`src/rtl/hwag_pkg.sv`:
```
// Shared types and constants for the hwag angle-delta divider scheduler.
package hwag_pkg;

  localparam int WIDTH_DEF = 24;
  localparam int CH_DEF    = 4;

  localparam int CH_IGN   = 0;
  localparam int CH_INJ   = 1;
  localparam int CH_DWELL = 2;
  localparam int CH_AUX   = 3;

  typedef enum logic [2:0] {
    IDLE,
    SCAN,
    DIV,
    STORE,
    DONE
  } sched_state_e;

endpackage

```
`src/rtl/hwag_div_sched_if.sv`:
```
// Request/result bundle between the tooth-edge logic and the divider scheduler.
interface hwag_div_sched_if #(
  parameter int WIDTH = 24,
  parameter int CH    = 4
) ();
  logic                  start;
  logic [WIDTH-1:0]      divisor;
  logic [CH*WIDTH-1:0]   dividend;
  logic [CH-1:0]         ch_ena;
  logic [CH*WIDTH-1:0]   result;
  logic [CH-1:0]         valid;
  logic [CH-1:0]         dz;
  logic                  busy;
  logic                  done;
  logic                  ovr;

  modport master (
    output start, divisor, dividend, ch_ena,
    input  result, valid, dz, busy, done, ovr
  );

  modport slave (
    input  start, divisor, dividend, ch_ena,
    output result, valid, dz, busy, done, ovr
  );
endinterface

```
`src/rtl/div_restoring_seq.sv`:
```
// Sequential restoring divider: one quotient bit per cycle, MSB first, WIDTH cycles per divide.
module div_restoring_seq #(
  parameter int WIDTH = 24
) (
  input  logic             clk,
  input  logic             rst,
  input  logic             load,
  input  logic [WIDTH-1:0] dividend,
  input  logic [WIDTH-1:0] divisor,
  output logic [WIDTH-1:0] quotient,
  output logic [WIDTH-1:0] remainder,
  output logic             last
);
  localparam int CW = $clog2(WIDTH);

  logic [WIDTH-1:0] quot_q, quot_d;
  logic [WIDTH-1:0] rem_q, rem_d;
  logic [CW-1:0]    cnt_q, cnt_d;
  logic             run_q, run_d;
  logic [WIDTH:0]   partial;

  // A zero divisor always passes the compare, so the quotient saturates to all ones.
  always_comb begin
    quot_d  = quot_q;
    rem_d   = rem_q;
    cnt_d   = cnt_q;
    run_d   = run_q;
    partial = {rem_q, quot_q[WIDTH-1]};
    if (load) begin
      quot_d = dividend;
      rem_d  = '0;
      cnt_d  = CW'(WIDTH - 1);
      run_d  = 1'b1;
    end else if (run_q) begin
      if (partial >= {1'b0, divisor}) begin
        rem_d  = partial[WIDTH-1:0] - divisor;
        quot_d = {quot_q[WIDTH-2:0], 1'b1};
      end else begin
        rem_d  = partial[WIDTH-1:0];
        quot_d = {quot_q[WIDTH-2:0], 1'b0};
      end
      cnt_d = cnt_q - 1'b1;
      if (cnt_q == '0) run_d = 1'b0;
    end
  end

  always_ff @(posedge clk) begin
    if (rst) begin
      quot_q <= '0;
      rem_q  <= '0;
      cnt_q  <= '0;
      run_q  <= 1'b0;
    end else begin
      quot_q <= quot_d;
      rem_q  <= rem_d;
      cnt_q  <= cnt_d;
      run_q  <= run_d;
    end
  end

  assign quotient  = quot_q;
  assign remainder = rem_q;
  assign last      = run_q && (cnt_q == '0);

endmodule

```
`src/rtl/hwag_div_sched.sv`:
```
// Per-tooth scheduler sharing one restoring divider across CH requesters, with
// double-buffered results committed atomically on the next tooth edge.
module hwag_div_sched
  import hwag_pkg::*;
#(
  parameter int WIDTH = WIDTH_DEF,
  parameter int CH    = CH_DEF
) (
  input  logic              clk,
  input  logic              rst,
  hwag_div_sched_if.slave   bus
);
  localparam int IW = (CH > 1) ? $clog2(CH) : 1;

  sched_state_e        state_q, state_d;
  logic [WIDTH-1:0]    divisor_q, divisor_d;
  logic [CH*WIDTH-1:0] dividend_q, dividend_d;
  logic [CH-1:0]       ena_q, ena_d;
  logic [CH-1:0]       pending_q, pending_d;
  logic [IW-1:0]       cur_q, cur_d;
  logic [CH*WIDTH-1:0] shadow_q, shadow_d;
  logic [CH-1:0]       shadow_dz_q, shadow_dz_d;
  logic                complete_q, complete_d;
  logic [CH*WIDTH-1:0] result_q, result_d;
  logic [CH-1:0]       valid_q, valid_d;
  logic [CH-1:0]       dz_q, dz_d;

  logic [IW-1:0]       pick;
  logic                div_load;
  logic [WIDTH-1:0]    div_quot;
  logic [WIDTH-1:0]    div_rem;
  logic                div_last;

  always_comb begin
    pick = '0;
    for (int i = CH - 1; i >= 0; i--) begin
      if (pending_q[i]) pick = IW'(i);
    end
  end

  div_restoring_seq #(.WIDTH(WIDTH)) u_div (
    .clk       (clk),
    .rst       (rst),
    .load      (div_load),
    .dividend  (dividend_q[int'(pick)*WIDTH +: WIDTH]),
    .divisor   (divisor_q),
    .quotient  (div_quot),
    .remainder (div_rem),
    .last      (div_last)
  );

  // A start overrides whatever the pass was doing; a pass finishing this very
  // cycle (DONE) still counts as complete and is committed.
  always_comb begin
    state_d     = state_q;
    divisor_d   = divisor_q;
    dividend_d  = dividend_q;
    ena_d       = ena_q;
    pending_d   = pending_q;
    cur_d       = cur_q;
    shadow_d    = shadow_q;
    shadow_dz_d = shadow_dz_q;
    complete_d  = complete_q;
    result_d    = result_q;
    valid_d     = valid_q;
    dz_d        = dz_q;
    div_load    = 1'b0;
    bus.done    = 1'b0;
    bus.ovr     = 1'b0;

    case (state_q)
      SCAN: begin
        if (pending_q == '0) begin
          state_d = DONE;
        end else begin
          cur_d    = pick;
          div_load = 1'b1;
          state_d  = DIV;
        end
      end
      DIV: begin
        if (div_last) state_d = STORE;
      end
      STORE: begin
        shadow_d[int'(cur_q)*WIDTH +: WIDTH] = div_quot;
        shadow_dz_d[cur_q] = (divisor_q == '0);
        pending_d[cur_q]   = 1'b0;
        state_d            = SCAN;
      end
      DONE: begin
        bus.done   = 1'b1;
        complete_d = 1'b1;
        state_d    = IDLE;
      end
      default: ;
    endcase

    if (bus.start) begin
      bus.ovr = (state_q == SCAN) || (state_q == DIV) || (state_q == STORE);
      if (complete_q || (state_q == DONE)) begin
        for (int i = 0; i < CH; i++) begin
          if (ena_q[i]) begin
            result_d[i*WIDTH +: WIDTH] = shadow_q[i*WIDTH +: WIDTH];
            dz_d[i] = shadow_dz_q[i];
          end
        end
        valid_d    = ena_q;
        complete_d = 1'b0;
      end
      divisor_d  = bus.divisor;
      dividend_d = bus.dividend;
      ena_d      = bus.ch_ena;
      pending_d  = bus.ch_ena;
      state_d    = SCAN;
    end
  end

  always_ff @(posedge clk) begin
    if (rst) begin
      state_q     <= IDLE;
      divisor_q   <= '0;
      dividend_q  <= '0;
      ena_q       <= '0;
      pending_q   <= '0;
      cur_q       <= '0;
      shadow_q    <= '0;
      shadow_dz_q <= '0;
      complete_q  <= 1'b0;
      result_q    <= '0;
      valid_q     <= '0;
      dz_q        <= '0;
    end else begin
      state_q     <= state_d;
      divisor_q   <= divisor_d;
      dividend_q  <= dividend_d;
      ena_q       <= ena_d;
      pending_q   <= pending_d;
      cur_q       <= cur_d;
      shadow_q    <= shadow_d;
      shadow_dz_q <= shadow_dz_d;
      complete_q  <= complete_d;
      result_q    <= result_d;
      valid_q     <= valid_d;
      dz_q        <= dz_d;
    end
  end

  assign bus.result = result_q;
  assign bus.valid  = valid_q;
  assign bus.dz     = dz_q;
  assign bus.busy   = (state_q != IDLE);

endmodule

```
`src/flat_wrapper.sv`:
```
// flat-port wrapper written by rule: the top's interface ports become plain ports
module hwag_div_sched_flat import hwag_pkg::*;
#(
  parameter int WIDTH = WIDTH_DEF,
  parameter int CH    = CH_DEF
)
  (clk, rst, bus_start, bus_divisor, bus_dividend, bus_ch_ena, bus_result, bus_valid, bus_dz, bus_busy, bus_done, bus_ovr);
  hwag_div_sched_if #(.WIDTH(WIDTH), .CH(CH)) bus_i ();
  input  logic clk;
  input  logic rst;
  input wire logic [$bits(bus_i.start)-1:0] bus_start;
  input wire logic [$bits(bus_i.divisor)-1:0] bus_divisor;
  input wire logic [$bits(bus_i.dividend)-1:0] bus_dividend;
  input wire logic [$bits(bus_i.ch_ena)-1:0] bus_ch_ena;
  output wire logic [$bits(bus_i.result)-1:0] bus_result;
  output wire logic [$bits(bus_i.valid)-1:0] bus_valid;
  output wire logic [$bits(bus_i.dz)-1:0] bus_dz;
  output wire logic [$bits(bus_i.busy)-1:0] bus_busy;
  output wire logic [$bits(bus_i.done)-1:0] bus_done;
  output wire logic [$bits(bus_i.ovr)-1:0] bus_ovr;
  assign bus_i.start = bus_start;
  assign bus_i.divisor = bus_divisor;
  assign bus_i.dividend = bus_dividend;
  assign bus_i.ch_ena = bus_ch_ena;
  assign bus_result = bus_i.result;
  assign bus_valid = bus_i.valid;
  assign bus_dz = bus_i.dz;
  assign bus_busy = bus_i.busy;
  assign bus_done = bus_i.done;
  assign bus_ovr = bus_i.ovr;
  hwag_div_sched #(.WIDTH(WIDTH), .CH(CH)) u_core (.clk(clk), .rst(rst), .bus(bus_i));
endmodule
```
`config.mk`:
```
export PLATFORM = sky130hd
export DESIGN_NAME = hwag_div_sched_flat
export DESIGN_NICKNAME = d
export VERILOG_FILES = /design/src/rtl/hwag_pkg.sv /design/src/rtl/hwag_div_sched_if.sv /design/src/rtl/div_restoring_seq.sv /design/src/rtl/hwag_div_sched.sv /design/src/flat_wrapper.sv
export SDC_FILE = /design/constraint.sdc
export NUM_CORES = 1
export LEC_CHECK = 0
export CORE_MARGIN = 2
export CORE_UTILIZATION = 35
export CTS_BUF_LIST = sky130_fd_sc_hd__clkbuf_4 sky130_fd_sc_hd__clkbuf_8
export CTS_CLUSTER_SIZE = 8
export DETAILED_ROUTE_END_ITERATION = 12
export DONT_BUFFER_PORTS = 1
export GPL_ROUTABILITY_DRIVEN = 0
export PLACE_DENSITY_LB_ADDON = 0.12
export SLEW_MARGIN = 10
export SYNTH_ARGS = -nofsm -noshare
export SYNTH_HDL_FRONTEND = slang
export SYNTH_HIERARCHICAL = 1
export SYNTH_SLANG_ARGS = --single-unit
```
`constraint.sdc`:
```
create_clock -name clk -period 3.4 [get_ports clk]
set_input_delay 0.34 -clock clk [delete_from_list [all_inputs] [get_ports clk]]
set_output_delay 0.34 -clock clk [all_outputs]
set_load 0.05 [all_outputs]
```
==> results_dict.tcl <==
set metrics [dict create \
    clkPwrFrac_pct 44.0 \
    post-route-period-util_pct 94.2 \
    slew_headroom_pct 36.2 \
    fin_worst_skew_ns 0.0278 \
    synth_area_leader_cell "dfxtp_1" \
    grt_pass1_wl_mm 82.6 \
    antenna_left 0 \
    ys_seq_area_share_pct 43.4 \
    die_width_um 231 \
    grt_max_degree 256 \
    fin_crit_ns 3.20 \
    intPower_mw 8.16 \
    drt_first_pass_iters 5 \
    clkSinkCount 392 \
    r2r_cells 12 \
    die_y_um 231 \
    timing.final.ws_setup_ns 0.198 \
    drv_cap 0 \
    end_kind "flop" \
    drive_gt1_share_pct 11.4 \
    avgSynthCellArea_sq_um 9.85 \
    placed_cell_area_sq_um 18500 \
    grt_antenna_before_repair 4 \
    max-vdd-ir-drop_v 0.000431 \
    numCtsBuffers 73 \
    leakage_nw 8.53 \
    worstPathArrival_ns 3.74 \
    syn_inst 1837 \
    r2r-start "u_core/divisor_q[18]$_SDFFE_PP0P_" \
    clk_latency_ns 0.66 \
    ys_async_sr_fraction_pct 0 \
    core_area_sq_um 51200 \
    hold_slack_ns 0.0853 \
    drv_slew 0 \
    ys.flop_type "dfxtp_1" \
    drc 0 \
    rr_endpoint "u_core/u_div/quotient[0]$_SDFFE_PP0P_" \
    rows 83 \
    vias 13700 \
    synth.distinct_cells 85 \
    fmax_mhz 312 \
    crit_fanout 38 \
    port_buffers 0 \
    drt_iter0_markers 627 \
    synth_area_leaders "dfxtp_1 43%, mux2i_1 15%, nand2b_1 7.0%, nor2_1 4.9%, mux4_2 3.0%" \
    ioPinCount 234 \
    setup-tns-final_ns 0 \
    hold_end "u_core/bus.dz[2]$_SDFFE_PP0P_" \
    synth_edf_count 0 \
    clock-root-buffer "clkbuf_8" \
    final_util_pct 42.4 \
    finalNetCount 2135 \
    die_area_sq_um 53500 \
    post-dp-hpwl_mm 33.6 \
    drt-wirelength-per-cell_um 19.5 \
    synth.top_cell.area_share_pct 43.4 \
    p_comb_share_pct 12.2 \
    crit_required_ns 3.94 \
    worst_pin_slew_ns 0.951 \
    crit_type "flop to flop" \
    hold_start "bus_start" \
    switching_share_pct 26.2 \
    fin_cells 2710 \
    place_ws_ns 0.425 \
    setup_viol 0 \
    synth_fp_nets 1999 \
    status "complete, no violations" \
    yosysWarnings 6 \
    share_seq_of_total_power_pct 43.8 \
    design_area_sq_um 21700 \
    hold_depth 2 \
    power_density_nw_per_um2 508 \
    htreeDepth 3 \
    grt_pass1_vias 14000 \
    vias_per_cell 5.06 \
    overflow 0 \
    grt_setup_unrepaired "false" \
    ys_ff_latch 392 \
    cts_buffer_depth 3 \
    cp-start-kind "flop" \
    track_usage_pct 19.7 \
    start_util_pct 35.3 \
    p_total_mw 11.0 \
    synth_area_sq_um 18100 \
    min_path_type "primary input to flop" \
    syn2layout_area_growth_pct 20.1 \
    rrSetupSlack_ns 0.20 \
    yosysMostFrequentCell "dfxtp_1" \
    dp.cells 2412 \
    hold_violations 0 \
    worstSetupStartpoint "u_core/divisor_q[18]$_SDFFE_PP0P_" \
    synth_common_cells "392 x dfxtp_1, 274 x mux2i_1, 237 x nor2_1" \
    cts_tree "yes" \
    clk_pin_slew_ns 0.05 \
    routed_wl_mm 52.7 \
    p_sw_mw 2.89 \
]
-- critical path: stages, from the launching register on --
cell	delay, ns
dfxtp_1	0.36
inv_1	0.06
ha_1	0.38
a21o_1	0.21
a21o_1	0.17
a221o_1	0.37
nor2b_1	0.18
a211oi_4	0.26
buf_12	0.26
a211oi_1	0.11
a21oi_1	0.14
nor2_1	0.05
dlygate4sd3_1	0.54
-- flip-flops by register name, indices dropped and copies added, names as in the netlist --
| name | cells |
|---|---|
| u_core/bus.dz | 4 |
| u_core/bus.result | 96 |
| u_core/bus.valid | 4 |
| u_core/complete_q | 1 |
| u_core/cur_q | 2 |
| u_core/dividend_q | 96 |
| u_core/divisor_q | 24 |
| u_core/ena_q | 4 |
| u_core/pending_q | 4 |
| u_core/shadow_dz_q | 4 |
| u_core/shadow_q | 96 |
| u_core/state_q | 3 |
| u_core/u_div/cnt_q | 5 |
| u_core/u_div/quotient | 24 |
| u_core/u_div/remainder | 24 |
| u_core/u_div/run_q | 1 |
-- worst max-delay path by stage --
stage,to,slack [ns]
final,u_core/u_div/quotient[0]$_SDFFE_PP0P_,0.20
after global routing,u_core/u_div/quotient[0]$_SDFFE_PP0P_,0.02
after CTS,u_core/u_div/quotient[0]$_SDFFE_PP0P_,0.16
after detailed placement,u_core/u_div/remainder[7]$_SDFFE_PP0P_,0.43
after global placement,u_core/u_div/remainder[20]$_SDFFE_PP0P_,0.46
after floorplan,u_core/u_div/remainder[22]$_SDFFE_PP0P_,0.69
-- what timing repair did --
item | CTS | global route
hold buffers | 166 | 0
setup buffers | 0 | 0
endpoints found under the setup margin | 0 | 1
resized for setup | 0 | 2
endpoints found under the hold margin | 310 | 0
-- power by group through the flow --
stage / logic (mW) / clock network (mW) / registers (mW)
CTS: 1.35 / 5.04 / 4.84
floorplan: 1.02 / 0 / 4.88
global route: 1.48 / 5.24 / 4.86
global placement: 1.11 / 0 / 4.94
detailed placement: 1.11 / 0 / 4.94
finish: 1.35 / 4.86 / 4.84
-- cells by family (layout without fill, tap and decap cells) --
group,after synthesis,count (layout),synth area share (%)
buf+inv,190,380,5.31
xor+xnor,20,20,0.968
flops,392,392,43.4
simple gates,609,609,18.1
other cells,0,3,0
mux,300,300,18.3
fa+ha+maj,35,35,2.46
compound gates,291,291,11.6
-- area by class of cell --
| class | instances | area (sq um) |
|---|---|---|
| clock inverter | 18 | 160 |
| sequential | 392 | 7850 |
| clock buffer | 111 | 1400 |
| antenna | 3 | 7.51 |
| multi-input combinational | 1255 | 9320 |
| timing repair buffer | 194 | 1920 |
| inverter | 57 | 214 |
| tap | 680 | 851 |
| fill | 5004 | 29500 |
-- cell usage in the layout, fill, tap and decap left out, drive strengths merged, types with 4 or more instances in the layout --
cell type and count:
dfxtp 392, mux2i 274, nor2 238, nand2b 202, dlygate4sd3 164, clkbuf 111, a21oi 88, inv 57
a22o 44, nand2 39, nand3 39, ha 34, buf 30, o21ai 26, a211oi 25, mux4 24
o32ai 19, xnor2 14, nor3 14, a21o 12, or2b 12, clkinv 12, a21boi 12, o2bb2ai 10
a221oi 9, a311oi 8, and3 8, nor4 8, o211ai 8, a31oi 7, nand4b 7, nor3b 7
nand3b 6, xor2 6, o31ai 6, nor2b 5, clkinvlp 4, and4b 4
-- layer usage --
layer | routed length (um) | vias to the layer above | global-route usage [%]
li1 | - | 6744 | -
met1 | 24000 | 6539 | 25.7
met2 | 23200 | 336 | 30.3
met3 | 4190 | 87 | 6.48
met4 | 1300 | 6 | 7.02
met5 | 33 | - | 0
Power figures use the tool's default switching activity.
